[src/rtl/tcdm_bank_responder_if.sv]
// Bundles for one TCDM bank: the interconnect-side request/response stream
// and the single-port synchronous SRAM macro port.
interface tcdm_bank_if #(
    parameter int unsigned DATA_WIDTH = 32,
    parameter int unsigned BE_WIDTH   = DATA_WIDTH / 8,
    parameter int unsigned ADDR_WIDTH = 32,
    parameter int unsigned ID_WIDTH   = 8,
    parameter int unsigned USER_WIDTH = 1
);
    logic                  req;
    logic                  gnt;
    logic [ADDR_WIDTH-1:0] add;
    logic                  wen;
    logic [DATA_WIDTH-1:0] data;
    logic [BE_WIDTH-1:0]   be;
    logic [ID_WIDTH-1:0]   id;
    logic [USER_WIDTH-1:0] user;
    logic                  r_valid;
    logic [DATA_WIDTH-1:0] r_data;
    logic [ID_WIDTH-1:0]   r_id;
    logic [USER_WIDTH-1:0] r_user;
    logic                  r_opc;

    modport master (
        output req, add, wen, data, be, id, user,
        input  gnt, r_valid, r_data, r_id, r_user, r_opc
    );
    modport slave (
        input  req, add, wen, data, be, id, user,
        output gnt, r_valid, r_data, r_id, r_user, r_opc
    );
endinterface

interface tcdm_mem_if #(
    parameter int unsigned DATA_WIDTH     = 32,
    parameter int unsigned BE_WIDTH       = DATA_WIDTH / 8,
    parameter int unsigned ADDR_MEM_WIDTH = 11
);
    logic                      req;
    logic                      we;
    logic [ADDR_MEM_WIDTH-1:0] addr;
    logic [DATA_WIDTH-1:0]     wdata;
    logic [BE_WIDTH-1:0]       be;
    logic [DATA_WIDTH-1:0]     rdata;

    modport master (output req, we, addr, wdata, be, input rdata);
    modport slave  (input req, we, addr, wdata, be, output rdata);
endinterface

[src/rtl/tcdm_bank_responder.sv]
// Bank-side TCDM target driving a single-port SRAM; the test-and-set atomic
// (read then write all-ones) is built only when TCDM_BANK_TEST_SET_EN is defined.
module tcdm_bank_responder #(
    parameter int unsigned DATA_WIDTH     = 32,
    parameter int unsigned BE_WIDTH       = DATA_WIDTH / 8,
    parameter int unsigned ADDR_WIDTH     = 32,
    parameter int unsigned ADDR_MEM_WIDTH = 11,
    parameter int unsigned ID_WIDTH       = 8,
    parameter int unsigned USER_WIDTH     = 1,
    parameter int unsigned TS_BIT         = 20
) (
    input  logic      clk_i,
    input  logic      rst_i,
    tcdm_bank_if.slave bus,
    tcdm_mem_if.master mem
);

    logic                      accept_s;
    logic                      gnt_s;
    logic                      mem_req_s;
    logic                      mem_we_s;
    logic [ADDR_MEM_WIDTH-1:0] mem_addr_s;
    logic [DATA_WIDTH-1:0]     mem_wdata_s;
    logic [BE_WIDTH-1:0]       mem_be_s;
    logic [ADDR_MEM_WIDTH-1:0] req_word_s;

    logic                      r_valid_r;
    logic                      rd_sel_r;
    logic [ID_WIDTH-1:0]       r_id_r;
    logic [USER_WIDTH-1:0]     r_user_r;

    assign req_word_s = bus.add[ADDR_MEM_WIDTH+1:2];
    assign accept_s   = bus.req & gnt_s;

`ifdef TCDM_BANK_TEST_SET_EN
    typedef enum logic [0:0] {
        IDLE  = 1'b0,
        TS_WB = 1'b1
    } state_t;

    state_t                    state_r;
    state_t                    state_s;
    logic [ADDR_MEM_WIDTH-1:0] ts_addr_r;

    // State register and captured test-and-set word address.
    always_ff @(posedge clk_i or posedge rst_i) begin
        if (rst_i) begin
            state_r   <= IDLE;
            ts_addr_r <= {ADDR_MEM_WIDTH{1'b0}};
        end else begin
            state_r <= state_s;
            if (accept_s && bus.wen && bus.add[TS_BIT]) begin
                ts_addr_r <= req_word_s;
            end else begin
                ts_addr_r <= ts_addr_r;
            end
        end
    end

    // Next state and SRAM port: pass-through in IDLE, all-ones write-back in TS_WB.
    always_comb begin
        state_s     = IDLE;
        gnt_s       = 1'b1;
        mem_req_s   = bus.req;
        mem_we_s    = ~bus.wen;
        mem_addr_s  = req_word_s;
        mem_wdata_s = bus.data;
        mem_be_s    = bus.be;
        case (state_r)
            IDLE: begin
                if (bus.req && bus.wen && bus.add[TS_BIT]) begin
                    state_s = TS_WB;
                end else begin
                    state_s = IDLE;
                end
            end
            TS_WB: begin
                state_s     = IDLE;
                gnt_s       = 1'b0;
                mem_req_s   = 1'b1;
                mem_we_s    = 1'b1;
                mem_addr_s  = ts_addr_r;
                mem_wdata_s = {DATA_WIDTH{1'b1}};
                mem_be_s    = {BE_WIDTH{1'b1}};
            end
            default: begin
                state_s = IDLE;
            end
        endcase
    end
`else
    // Without test-and-set the bank never stalls and TS_BIT carries no meaning.
    always_comb begin
        gnt_s       = 1'b1;
        mem_req_s   = bus.req;
        mem_we_s    = ~bus.wen;
        mem_addr_s  = req_word_s;
        mem_wdata_s = bus.data;
        mem_be_s    = bus.be;
    end
`endif

    // One response per accepted request, exactly one cycle later.
    always_ff @(posedge clk_i or posedge rst_i) begin
        if (rst_i) begin
            r_valid_r <= 1'b0;
            rd_sel_r  <= 1'b0;
            r_id_r    <= {ID_WIDTH{1'b0}};
            r_user_r  <= {USER_WIDTH{1'b0}};
        end else begin
            r_valid_r <= accept_s;
            rd_sel_r  <= accept_s & bus.wen;
            if (accept_s) begin
                r_id_r   <= bus.id;
                r_user_r <= bus.user;
            end else begin
                r_id_r   <= r_id_r;
                r_user_r <= r_user_r;
            end
        end
    end

    assign bus.gnt     = gnt_s;
    assign bus.r_valid = r_valid_r;
    // The SRAM output register already provides the response cycle for reads.
    assign bus.r_data  = rd_sel_r ? mem.rdata : {DATA_WIDTH{1'b0}};
    assign bus.r_id    = r_id_r;
    assign bus.r_user  = r_user_r;
    assign bus.r_opc   = 1'b0;

    assign mem.req   = mem_req_s;
    assign mem.we    = mem_we_s;
    assign mem.addr  = mem_addr_s;
    assign mem.wdata = mem_wdata_s;
    assign mem.be    = mem_be_s;

endmodule

[src/flat_wrapper.sv]
// flat-port wrapper written by rule: the top's interface ports become plain ports
module tcdm_bank_responder_flat 
#(
    parameter int unsigned DATA_WIDTH     = 32,
    parameter int unsigned BE_WIDTH       = DATA_WIDTH / 8,
    parameter int unsigned ADDR_WIDTH     = 32,
    parameter int unsigned ADDR_MEM_WIDTH = 11,
    parameter int unsigned ID_WIDTH       = 8,
    parameter int unsigned USER_WIDTH     = 1,
    parameter int unsigned TS_BIT         = 20
)
  (clk_i, rst_i, bus_req, bus_add, bus_wen, bus_data, bus_be, bus_id, bus_user, bus_gnt, bus_r_valid, bus_r_data, bus_r_id, bus_r_user, bus_r_opc, mem_req, mem_we, mem_addr, mem_wdata, mem_be, mem_rdata);
  tcdm_bank_if #(.DATA_WIDTH(DATA_WIDTH), .BE_WIDTH(BE_WIDTH), .ADDR_WIDTH(ADDR_WIDTH), .ID_WIDTH(ID_WIDTH), .USER_WIDTH(USER_WIDTH)) bus_i ();
  tcdm_mem_if #(.DATA_WIDTH(DATA_WIDTH), .BE_WIDTH(BE_WIDTH), .ADDR_MEM_WIDTH(ADDR_MEM_WIDTH)) mem_i ();
  input  logic clk_i;
  input  logic rst_i;
  input wire logic [$bits(bus_i.req)-1:0] bus_req;
  input wire logic [$bits(bus_i.add)-1:0] bus_add;
  input wire logic [$bits(bus_i.wen)-1:0] bus_wen;
  input wire logic [$bits(bus_i.data)-1:0] bus_data;
  input wire logic [$bits(bus_i.be)-1:0] bus_be;
  input wire logic [$bits(bus_i.id)-1:0] bus_id;
  input wire logic [$bits(bus_i.user)-1:0] bus_user;
  output wire logic [$bits(bus_i.gnt)-1:0] bus_gnt;
  output wire logic [$bits(bus_i.r_valid)-1:0] bus_r_valid;
  output wire logic [$bits(bus_i.r_data)-1:0] bus_r_data;
  output wire logic [$bits(bus_i.r_id)-1:0] bus_r_id;
  output wire logic [$bits(bus_i.r_user)-1:0] bus_r_user;
  output wire logic [$bits(bus_i.r_opc)-1:0] bus_r_opc;
  output wire logic [$bits(mem_i.req)-1:0] mem_req;
  output wire logic [$bits(mem_i.we)-1:0] mem_we;
  output wire logic [$bits(mem_i.addr)-1:0] mem_addr;
  output wire logic [$bits(mem_i.wdata)-1:0] mem_wdata;
  output wire logic [$bits(mem_i.be)-1:0] mem_be;
  input wire logic [$bits(mem_i.rdata)-1:0] mem_rdata;
  assign bus_i.req = bus_req;
  assign bus_i.add = bus_add;
  assign bus_i.wen = bus_wen;
  assign bus_i.data = bus_data;
  assign bus_i.be = bus_be;
  assign bus_i.id = bus_id;
  assign bus_i.user = bus_user;
  assign bus_gnt = bus_i.gnt;
  assign bus_r_valid = bus_i.r_valid;
  assign bus_r_data = bus_i.r_data;
  assign bus_r_id = bus_i.r_id;
  assign bus_r_user = bus_i.r_user;
  assign bus_r_opc = bus_i.r_opc;
  assign mem_req = mem_i.req;
  assign mem_we = mem_i.we;
  assign mem_addr = mem_i.addr;
  assign mem_wdata = mem_i.wdata;
  assign mem_be = mem_i.be;
  assign mem_i.rdata = mem_rdata;
  tcdm_bank_responder #(.DATA_WIDTH(DATA_WIDTH), .BE_WIDTH(BE_WIDTH), .ADDR_WIDTH(ADDR_WIDTH), .ADDR_MEM_WIDTH(ADDR_MEM_WIDTH), .ID_WIDTH(ID_WIDTH), .USER_WIDTH(USER_WIDTH), .TS_BIT(TS_BIT)) u_core (.clk_i(clk_i), .rst_i(rst_i), .bus(bus_i), .mem(mem_i));
endmodule
[config.mk]
export PLATFORM = sky130hd
export DESIGN_NAME = tcdm_bank_responder_flat
export DESIGN_NICKNAME = d
export VERILOG_FILES = /design/src/rtl/tcdm_bank_responder_if.sv /design/src/rtl/tcdm_bank_responder.sv /design/src/flat_wrapper.sv
export SDC_FILE = /design/constraint.sdc
export NUM_CORES = 1
export LEC_CHECK = 0
export ABC_AREA = 1
export BUFFER_PORTS_ARGS = -buffer_cell sky130_fd_sc_hd__buf_2
export CAP_MARGIN = 20
export CORE_AREA = 5 5 78 80
export CTS_CLUSTER_SIZE = 12
export DETAILED_ROUTE_END_ITERATION = 7
export DIE_AREA = 0 0 83 85
export GPL_ROUTABILITY_DRIVEN = 0
export PLACE_DENSITY_LB_ADDON = 0.12
export SYNTH_ARGS = -nofsm -noshare
export SYNTH_HDL_FRONTEND = slang
export SYNTH_SLANG_ARGS = --single-unit
[constraint.sdc]
create_clock -name clk_i -period 1 [get_ports clk_i]
set_input_delay 0.15 -clock clk_i [delete_from_list [all_inputs] [get_ports clk_i]]
set_output_delay 0.15 -clock clk_i [all_outputs]
set_load 0.1 [all_outputs]
==> flow_metrics.env, run 1 <==
export IMPL_synth_common_cells="nand2_1, buf_4, inv_1, dfrtp_1, buf_6"
export IMPL_netSwitchingFraction_pct=47.26
export IMPL_synth_top_cells_by_area="buf_4, dfrtp_1, nand2_1"
export IMPL_dr_pass1_iters=3
export IMPL_critical_path_class="reg2out"
export IMPL_setup_worst_path_start="u_core.rd_sel_r$_DFF_PP0_"
export IMPL_power_switching_mw=1.118
export IMPL_hold_slack_ps=113.1
export IMPL_ys_seq_area_share_pct=26.04
export IMPL_drtIter0Drc=8
export IMPL_power_total_mw=2.366
export IMPL_rr_worst_depth=2
export IMPL_yosys_cell_types_count=8
export IMPL_comb_power_share_pct=59.4
export IMPL_required_ps=850
export IMPL_setup_tns_ps=-10320
export IMPL_ys_flop_type="dfrtp_1"
export IMPL_antenna_left=0
export IMPL_start_util_pct=19.81
export IMPL_crit_slowest_cell="dfrtp_2"
export IMPL_yosysTopAreaCell="buf_4"
export IMPL_report_final_setup_viol=32
export IMPL_fin_crit_sh_pct=134.3
export IMPL_syn_to_final_growth_pct=105.0
export IMPL_htreeDepth=1
export IMPL_hold_viol_final=0
export IMPL_path_depth=4
export IMPL_die_width_um=83
export IMPL_dieArea_mm2=0.007055
export IMPL_die_h_um=85
export IMPL_powerDensity_mw_per_mm2=1092
export IMPL_r2r_start="u_core.bus.r_id[1]$_DFFE_PP0P_"
export IMPL_drv_slew=0
export IMPL_cpLargestDelayFamily="flip-flops"
export IMPL_max_cap_violations=0
export IMPL_rrSetupSlack_ps=340
export IMPL_yosysWarnings=0
export IMPL_violations="negative setup slack"
export IMPL_fillCellCount=548
export IMPL_synth_top_area_share_pct=35.50
export IMPL_rsz0062_at_grt="yes"
export IMPL_post_synth_top_count_cell="nand2_1"
export IMPL_leakagePower_nw=0.9092
export IMPL_dpl_hpwl_um=2792
export IMPL_status="complete, but fails checks"
export IMPL_clkTransAtPathRegs_ps=50
export IMPL_cp_common_cell="buf_12"
export IMPL_min_path_type="in2reg"
export IMPL_clockPowerShare_pct=18.2
export IMPL_dp_slack_ps=-125.3
export IMPL_endpoint_kind="primary output"
export IMPL_ctsRootBufferMaster="clkbuf_8"
export IMPL_clock_skew_ps=0
export IMPL_port_buffer_count=88
export IMPL_numCtsBuffers=3
export IMPL_p_int_mw=1.248
export IMPL_cp_arrival_ps=1190
export IMPL_num_vias=988
export IMPL_synth_edf_count=0
export IMPL_grt_pass1_wl_um=5292
export IMPL_max_freq_mhz=744.6
export IMPL_fin_ws_ps=-343.1
export IMPL_grt_use_total_pct=8.986
export IMPL_post_route_drc_count=0
export IMPL_clock_path_buffers=2
export IMPL_cts_tree="built"
export IMPL_start_kind="register"
export IMPL_core_area_mm2=0.005338
export IMPL_grt_start_max_net_pins=16
export IMPL_crit_buf_inv=3
export IMPL_worstPathCellList="buf_12 > nand2_2 > clkinvlp_4 > buf_12"
export IMPL_num_rows=27
export IMPL_layout_nets=320
export IMPL_async_reset_ff_share_pct=100.0
export IMPL_slowest_delay_ps=440
export IMPL_antenna_cells=0
export IMPL_hold_depth=3
export IMPL_cts_sinks=11
export IMPL_worstHoldStart="bus_user"
export IMPL_clkLatencyLatePin_ps=230
export IMPL_viasPerCell=3.554
export IMPL_period_needed_ps=1343
export IMPL_power_frac_seq_pct=22.4
export IMPL_wl_per_cell_um=11.38
export IMPL_ios=206
export IMPL_synth_area_mm2=0.001057
export IMPL_drive_above_1_share_pct=82.52
export IMPL_grt_pass1_vias=1060
export IMPL_synth_net_count=276
export IMPL_drt_total_wl_um=3163
export IMPL_antenna_found_initial=0
export IMPL_postSynthCellCount=163
export IMPL_ir_drop_uv=761.3
export IMPL_synth_seq_cells=11
export IMPL_overflow=0
export IMPL_avgSynthCellArea_um2=6.486
export IMPL_worst_path_max_fanout=15
-- cells in the final DEF, fill, tap and decap left out, drive strengths merged --
cell / netlist / routed
dlygate4sd3: 0 / 1
clkinv: 1 / 1
dfrtp: 11 / 11
buf: 54 / 92
clkbuf: 0 / 4
nand2: 60 / 60
clkinvlp: 0 / 32
conb: 2 / 2
inv: 35 / 3
-- metrics by stage --
stage	cell area, um^2	util (%)	instances
after detailed placement	2086	39.08	273
final	2167	40.60	278
after global routing	2167	40.60	278
after floorplan	1265	-	163
after global placement	2086	39.08	273
after CTS	2163	40.53	278
-- logic make-up after synthesis --
kind of cell           Yosys count  share of synthesized area, %
other                            2                        0.7103
buffers and inverters           90                         51.95
AND/OR/NAND/NOR                 60                         21.30
flip-flops                      11                         26.04
-- path summary, 6_finish.rpt --
| path | endpoint |
|---|---|
| max | bus_r_data[28] |
| min | u_core.bus.r_user$_DFFE_PP0P_ |
| max reg2reg | u_core.bus.r_id[1]$_DFFE_PP0P_ |
| min reg2reg | u_core.bus.r_id[2]$_DFFE_PP0P_ |
| max in group asynchronous | u_core.bus.r_id[1]$_DFFE_PP0P_ |
| min in group asynchronous | u_core.bus.r_valid$_DFF_PP0_ |
-- timing repair --
| item | in CTS | in global routing |
|---|---|---|
| hold buffers | 1 | 0 |
| resized for setup | 6 | 1 |
| setup buffers | 0 | 0 |
| endpoints found under the setup margin | 32 | 32 |
| pin swaps | 0 | 0 |
| endpoints found under the hold margin | 11 | 0 |
-- power by group through the flow --
stage	combinational (mW)	clock, mW	sequential, mW
after global placement	1.40	0	0.536
after detailed placement	1.40	0	0.536
final	1.41	0.432	0.530
after floorplan	1.51	0	0.771
after CTS	1.42	0.451	0.530
after global routing	1.46	0.470	0.535
-- routing by layer --
layer	up-vias	GRT usage, %	wire, um
li1	481	-	-
met5	-	0	0
met1	413	9.808	1120
met3	4	7.184	531
met2	90	13.70	1486
met4	0	1.932	24
-- flip-flops by register name, summed over array words and instances, names as in the netlist --
signal	flops
u_core.rd_sel_r	1
u_core.bus.r_valid	1
u_core.bus.r_id	8
u_core.bus.r_user	1
-- final cells by class --
cell class | instances | area (um^2) | share of cell area [%]
Multi-Input combinational cell | 62 | 322.8 | 14.90
Timing Repair Buffer | 93 | 1165 | 53.75
Tap cell | 72 | 90.09 | 4.157
Clock buffer | 4 | 45.04 | 2.079
Sequential cell | 11 | 289.0 | 13.34
Inverter | 36 | 255.2 | 11.78
-- worst min-delay path, stage by stage --
cell and delay (ps):
buf_2 70, nand2_1 40, nand2_1 50
Power figures use the tool's default switching activity.
==> run 2, diff against run 1 <==
CORE_AREA = 5 5 77 79   (was 5 5 78 80)
DIE_AREA = 0 0 82 84   (was 0 0 83 85)
clock period = 1.7 ns   (was 1 ns; I/O delays follow)
==> run 2 against run 1 <==
The flow now finishes without violations; flip-flop and latch count unchanged; sequential share of layout area increased by 2.7 points; worst setup slack improved by 650 ps; largest power group unchanged; clock-buffer cell count unchanged; largest cell class unchanged; wire length increased by 3.6%; register-to-register slack improved by 760 ps; combinational power decreased by 51%; highest routed layer unchanged.
==> flow_metrics.env, run 2 (synthesis gave the netlist of run 1 again) <==
export IMPL_htreeDepth=1
export IMPL_dp_cells=270
export IMPL_setup_worst_path_start="u_core.rd_sel_r$_DFF_PP0_"
export IMPL_antenna_cells=0
export IMPL_ir_drop_uv=381.3
export IMPL_powerDensity_mw_per_mm2=726.8
export IMPL_setup_tns_ps=0
export IMPL_fin_util_pct=32.62
export IMPL_grt_start_max_net_pins=33
export IMPL_cts_resized=0
export IMPL_clock_path_buffers=2
export IMPL_wl_per_cell_um=11.96
export IMPL_die_h_um=84
export IMPL_cp_arrival_ps=1140
export IMPL_grt_use_total_pct=8.887
export IMPL_die_width_um=82
export IMPL_overflow=0
export IMPL_core_area_mm2=0.005270
export IMPL_postCtsHoldBufs=0
export IMPL_port_buffer_count=88
export IMPL_max_cap_violations=0
export IMPL_numCtsBuffers=3
export IMPL_drive_above_1_share_pct=45.54
export IMPL_clkLatencyLatePin_ps=230
export IMPL_clock_skew_ps=0
export IMPL_crit_end="bus_r_data[23]"
export IMPL_period_needed_ps=1390
export IMPL_ios=206
export IMPL_drt_total_wl_um=3276
export IMPL_crit_slowest_cell="dfrtp_1"
export IMPL_worst_path_max_fanout=32
export IMPL_max_freq_mhz=719.3
export IMPL_syn_to_final_growth_pct=62.60
export IMPL_fillCellCount=552
export IMPL_slowest_delay_ps=360
export IMPL_rr_worst_depth=2
export IMPL_cp_common_cell="buf_12"
export IMPL_cts_sinks=11
export IMPL_antenna_left=0
export IMPL_worstPathCellList="buf_12 > nand2_1 > inv_1 > buf_12"
export IMPL_num_vias=962
export IMPL_report_final_setup_viol=0
export IMPL_min_path_type="in2async"
export IMPL_cts_tree="built"
export IMPL_post_route_drc_count=0
export IMPL_required_ps=1440
export IMPL_reg2reg_to="u_core.bus.r_id[3]$_DFFE_PP0P_"
export IMPL_endpoint_kind="primary output"
export IMPL_antenna_found_initial=0
export IMPL_critical_path_class="reg2out"
export IMPL_final_cell_mix="nand2_1, buf_2, inv_1"
export IMPL_drtIter0Drc=24
export IMPL_power_total_mw=1.250
export IMPL_start_kind="register"
export IMPL_fin_crit_sh_pct=81.78
export IMPL_cts_setup_buffers=0
export IMPL_status="finished, final reports clean"
export IMPL_grt_pass1_vias=994
export IMPL_drv_slew=0
export IMPL_largest_register_ff_count=8
export IMPL_rrSetupSlack_ps=1100
export IMPL_hold_viol_final=0
export IMPL_layout_nets=316
export IMPL_finalNonFillerCells=274
export IMPL_dieArea_mm2=0.006888
export IMPL_num_rows=27
export IMPL_viasPerCell=3.511
export IMPL_grt_pass1_wl_um=4857
export IMPL_r2r_start="u_core.bus.r_id[3]$_DFFE_PP0P_"
export IMPL_final_common_cell="nand2_1"
export IMPL_start_util_pct=20.06
export IMPL_dpl_hpwl_um=2816
export IMPL_rsz0062_at_grt="no"
export IMPL_clkTransAtPathRegs_ps=50
export IMPL_leakagePower_nw=1.096
export IMPL_dr_pass1_iters=6
export IMPL_ctsRootBufferMaster="clkbuf_8"
-- run 2: cell count changes in the layout (fill, tap and decap cells not counted), sizes merged --
cell         previous run  this run
buf                    92        89
clkinvlp               32         0
dlygate4sd3             1         0
inv                     3        35
-- run 2: layout make-up --
cell class	instances	area (um^2)	share of cell area (%)
clock buffers	4	45.04	2.620
inverters	36	135.1	7.860
multi-input cells	62	232.7	13.54
flip-flops and latches	11	275.3	16.01
well taps	72	90.09	5.240
repair buffers	89	940.9	54.73
-- run 2: worst min-delay path by stage --
stage | from | end | depth (start not counted)
after global routing | rst_i | u_core.bus.r_id[7]$_DFFE_PP0P_ | 2
after floorplan | rst_i | u_core.bus.r_id[0]$_DFFE_PP0P_ | 1
after global placement | rst_i | u_core.bus.r_user$_DFFE_PP0P_ | 2
after detailed placement | rst_i | u_core.bus.r_user$_DFFE_PP0P_ | 2
after CTS | rst_i | u_core.bus.r_user$_DFFE_PP0P_ | 2
final | rst_i | u_core.bus.r_id[7]$_DFFE_PP0P_ | 2
-- run 2: per-stage QoR --
stage                     area, um^2  setup WS [ps]  hold WS, ps
final                           1719          309.8        14.00
after global routing            1719          229.6        73.32
after CTS                       1719          295.6        35.35
after detailed placement        1674          453.6        289.9
after global placement          1674          462.7        290.9
after floorplan                 1057          254.6        107.4
-- run 2: worst max-delay path, delay by kind of cell (launching register included) --
family | cells | cell delay, ps
and+or+nand+nor | 1 | 70
DFF | 1 | 360
buffers and inverters | 3 | 460
-- run 2: layer usage --
metal  part of all wire (%)  track usage (%)
met5                      0                0
met4                   0.64            2.870
met3                     16            4.320
met2                     47            15.58
met1                     36            9.002
-- run 2: report_power, final --
part           total [mW]  switching (mW)  internal, mW
registers           0.294          0.0102         0.284
clock network       0.259          0.0945         0.164
logic               0.697           0.511         0.186
total                1.25           0.615         0.634
==> run 3, diff against run 2 <==
CORE_AREA = 5 5 76 78   (was 5 5 77 79)
DIE_AREA = 0 0 81 83   (was 0 0 82 84)
clock period = 1.2 ns   (was 1.7 ns; I/O delays follow)
==> run 3 against run 2 <==
The run now ends with negative setup slack left; hold slack improved by 130 ps; combinational power rose by 64%; non-clock buffer count rose by 2; sequential share of layout area fell by 2.6 points; critical path type unchanged.
==> flow_metrics.env, run 3 (synthesis gave the netlist of run 1 again) <==
export IMPL_status="complete, but fails checks"
export IMPL_violations="negative setup slack"
export IMPL_worst_path_max_fanout=32
export IMPL_largest_register_ff_count=8
export IMPL_grt_pass1_wl_um=5285
export IMPL_ios=206
export IMPL_antenna_left=0
export IMPL_worstHoldStart="bus_id[6]"
export IMPL_antenna_cells=0
export IMPL_report_final_setup_viol=32
export IMPL_layout_nets=318
export IMPL_die_width_um=81
export IMPL_clkLatencyLatePin_ps=230
export IMPL_wl_per_cell_um=12.82
export IMPL_final_cell_mix="nand2_1, buf_12, buf_2"
export IMPL_cts_tree="built"
export IMPL_overflow=0
export IMPL_final_common_cell="nand2_1"
export IMPL_syn_to_final_growth_pct=94.79
export IMPL_hold_end="u_core.bus.r_id[6]$_DFFE_PP0P_"
export IMPL_grt_pass1_vias=958
export IMPL_dr_pass1_iters=2
export IMPL_crit_buf_inv=3
export IMPL_grt_start_max_net_pins=33
export IMPL_hold_slack_ps=145.9
export IMPL_drt_total_wl_um=3512
export IMPL_drv_slew=0
export IMPL_power_total_mw=1.931
export IMPL_htreeDepth=1
export IMPL_dpl_hpwl_um=3164
export IMPL_rsz0062_at_grt="yes"
export IMPL_core_area_mm2=0.005010
export IMPL_required_ps=1020
export IMPL_clkTransAtPathRegs_ps=50
export IMPL_cts_sinks=11
export IMPL_die_h_um=83
export IMPL_cpLargestDelayFamily="buffers and inverters"
export IMPL_critical_path_class="reg2out"
export IMPL_hold_depth=3
export IMPL_clock_path_buffers=2
export IMPL_fin_ws_ps=-179.3
export IMPL_slowest_delay_ps=390
export IMPL_drive_above_1_share_pct=65.20
export IMPL_powerDensity_mw_per_mm2=937.6
export IMPL_cp_common_cell="buf_12"
export IMPL_num_vias=981
export IMPL_reg2reg_to="u_core.bus.r_id[2]$_DFFE_PP0P_"
export IMPL_post_route_drc_count=0
export IMPL_leakagePower_nw=0.8885
export IMPL_fillCellCount=523
export IMPL_crit_slowest_cell="dfrtp_1"
export IMPL_ctsRootBufferMaster="clkbuf_8"
export IMPL_endpoint_kind="primary output"
export IMPL_port_buffer_count=88
export IMPL_hold_viol_final=0
export IMPL_worstPathCellList="buf_12 > nand2_1 > clkinvlp_4 > buf_12"
export IMPL_grt_use_total_pct=9.813
export IMPL_rr_worst_depth=2
export IMPL_max_cap_violations=0
export IMPL_r2r_start="u_core.bus.r_id[2]$_DFFE_PP0P_"
export IMPL_ir_drop_uv=620.7
export IMPL_start_kind="register"
export IMPL_start_util_pct=21.10
export IMPL_setup_tns_ps=-5146
export IMPL_period_needed_ps=1379
export IMPL_numCtsBuffers=3
export IMPL_antenna_found_initial=0
export IMPL_rrSetupSlack_ps=550
export IMPL_drtIter0Drc=24
export IMPL_min_path_type="in2reg"
export IMPL_fin_crit_sh_pct=114.9
export IMPL_dieArea_mm2=0.006723
export IMPL_cp_arrival_ps=1200
export IMPL_clock_skew_ps=0
export IMPL_max_freq_mhz=725.0
export IMPL_num_rows=26
export IMPL_viasPerCell=3.580
run 3: changes by cell type in the layout (fill, tap and decap cells not counted), sizes merged:
cell,change
buf,+1
clkinvlp,+32
dlygate4sd3,+1
inv,-32
run 3: worst register-to-register path: stages, from the launching register on:
cell	delay, ps
dfrtp_1	410
nand2_1	80
nand2_1	50
run 3: final cells by class:
type / count / area, um^2 / share of cell area [%]
well taps: 70 / 87.58 / 4.253
clock buffers: 4 / 45.04 / 2.187
repair buffers: 91 / 1139 / 55.29
multi-input cells: 62 / 257.7 / 12.52
inverters: 36 / 255.2 / 12.39
flip-flops and latches: 11 / 275.3 / 13.37
run 3: per-stage QoR:
step	cells	util [%]	area, um^2	setup WS, ps
floorplan	163	-	1177	-50.47
global placement	269	39.51	1979	74.40
detailed placement	269	39.51	1979	67.76
CTS	274	40.71	2039	-187.1
global route	274	41.11	2059	-227.1
finish	274	41.11	2059	-179.3
run 3: worst max path at each step:
stage                                    from             end  slack, ps  cells after the start
finish              u_core.rd_sel_r$_DFF_PP0_  bus_r_data[20]       -180                      4
global placement    u_core.rd_sel_r$_DFF_PP0_  bus_r_data[23]         70                      4
global route        u_core.rd_sel_r$_DFF_PP0_  bus_r_data[21]       -230                      4
floorplan           u_core.rd_sel_r$_DFF_PP0_   bus_r_data[0]        -50                      3
detailed placement  u_core.rd_sel_r$_DFF_PP0_  bus_r_data[31]         70                      4
CTS                 u_core.rd_sel_r$_DFF_PP0_  bus_r_data[21]       -190                      4
run 3: routing by layer:
| layer | track usage [%] | part of all wire [%] | vias up |
|---|---|---|---|
| met2 | 16.50 | 50 | 82 |
| met3 | 7.035 | 20 | 0 |
| li1 | - | - | 477 |
| met1 | 9.796 | 30 | 422 |
| met5 | 0 | 0 | - |
| met4 | 1.843 | 0 | 0 |
run 3: repair_timing:
item / 4_1_cts / 5_1_grt
setup buffers: 0 / 0
setup endpoints to repair: 32 / 32
resized for setup: 2 / 7
gates cloned: 0 / 0
hold buffers: 1 / 0
hold endpoints to repair: 11 / 0
run 3: report_power, final:
group	switching, mW	total [mW]	internal, mW
Clock	0.126	0.358	0.232
Combinational	0.756	1.14	0.383
Sequential	0.0316	0.434	0.403
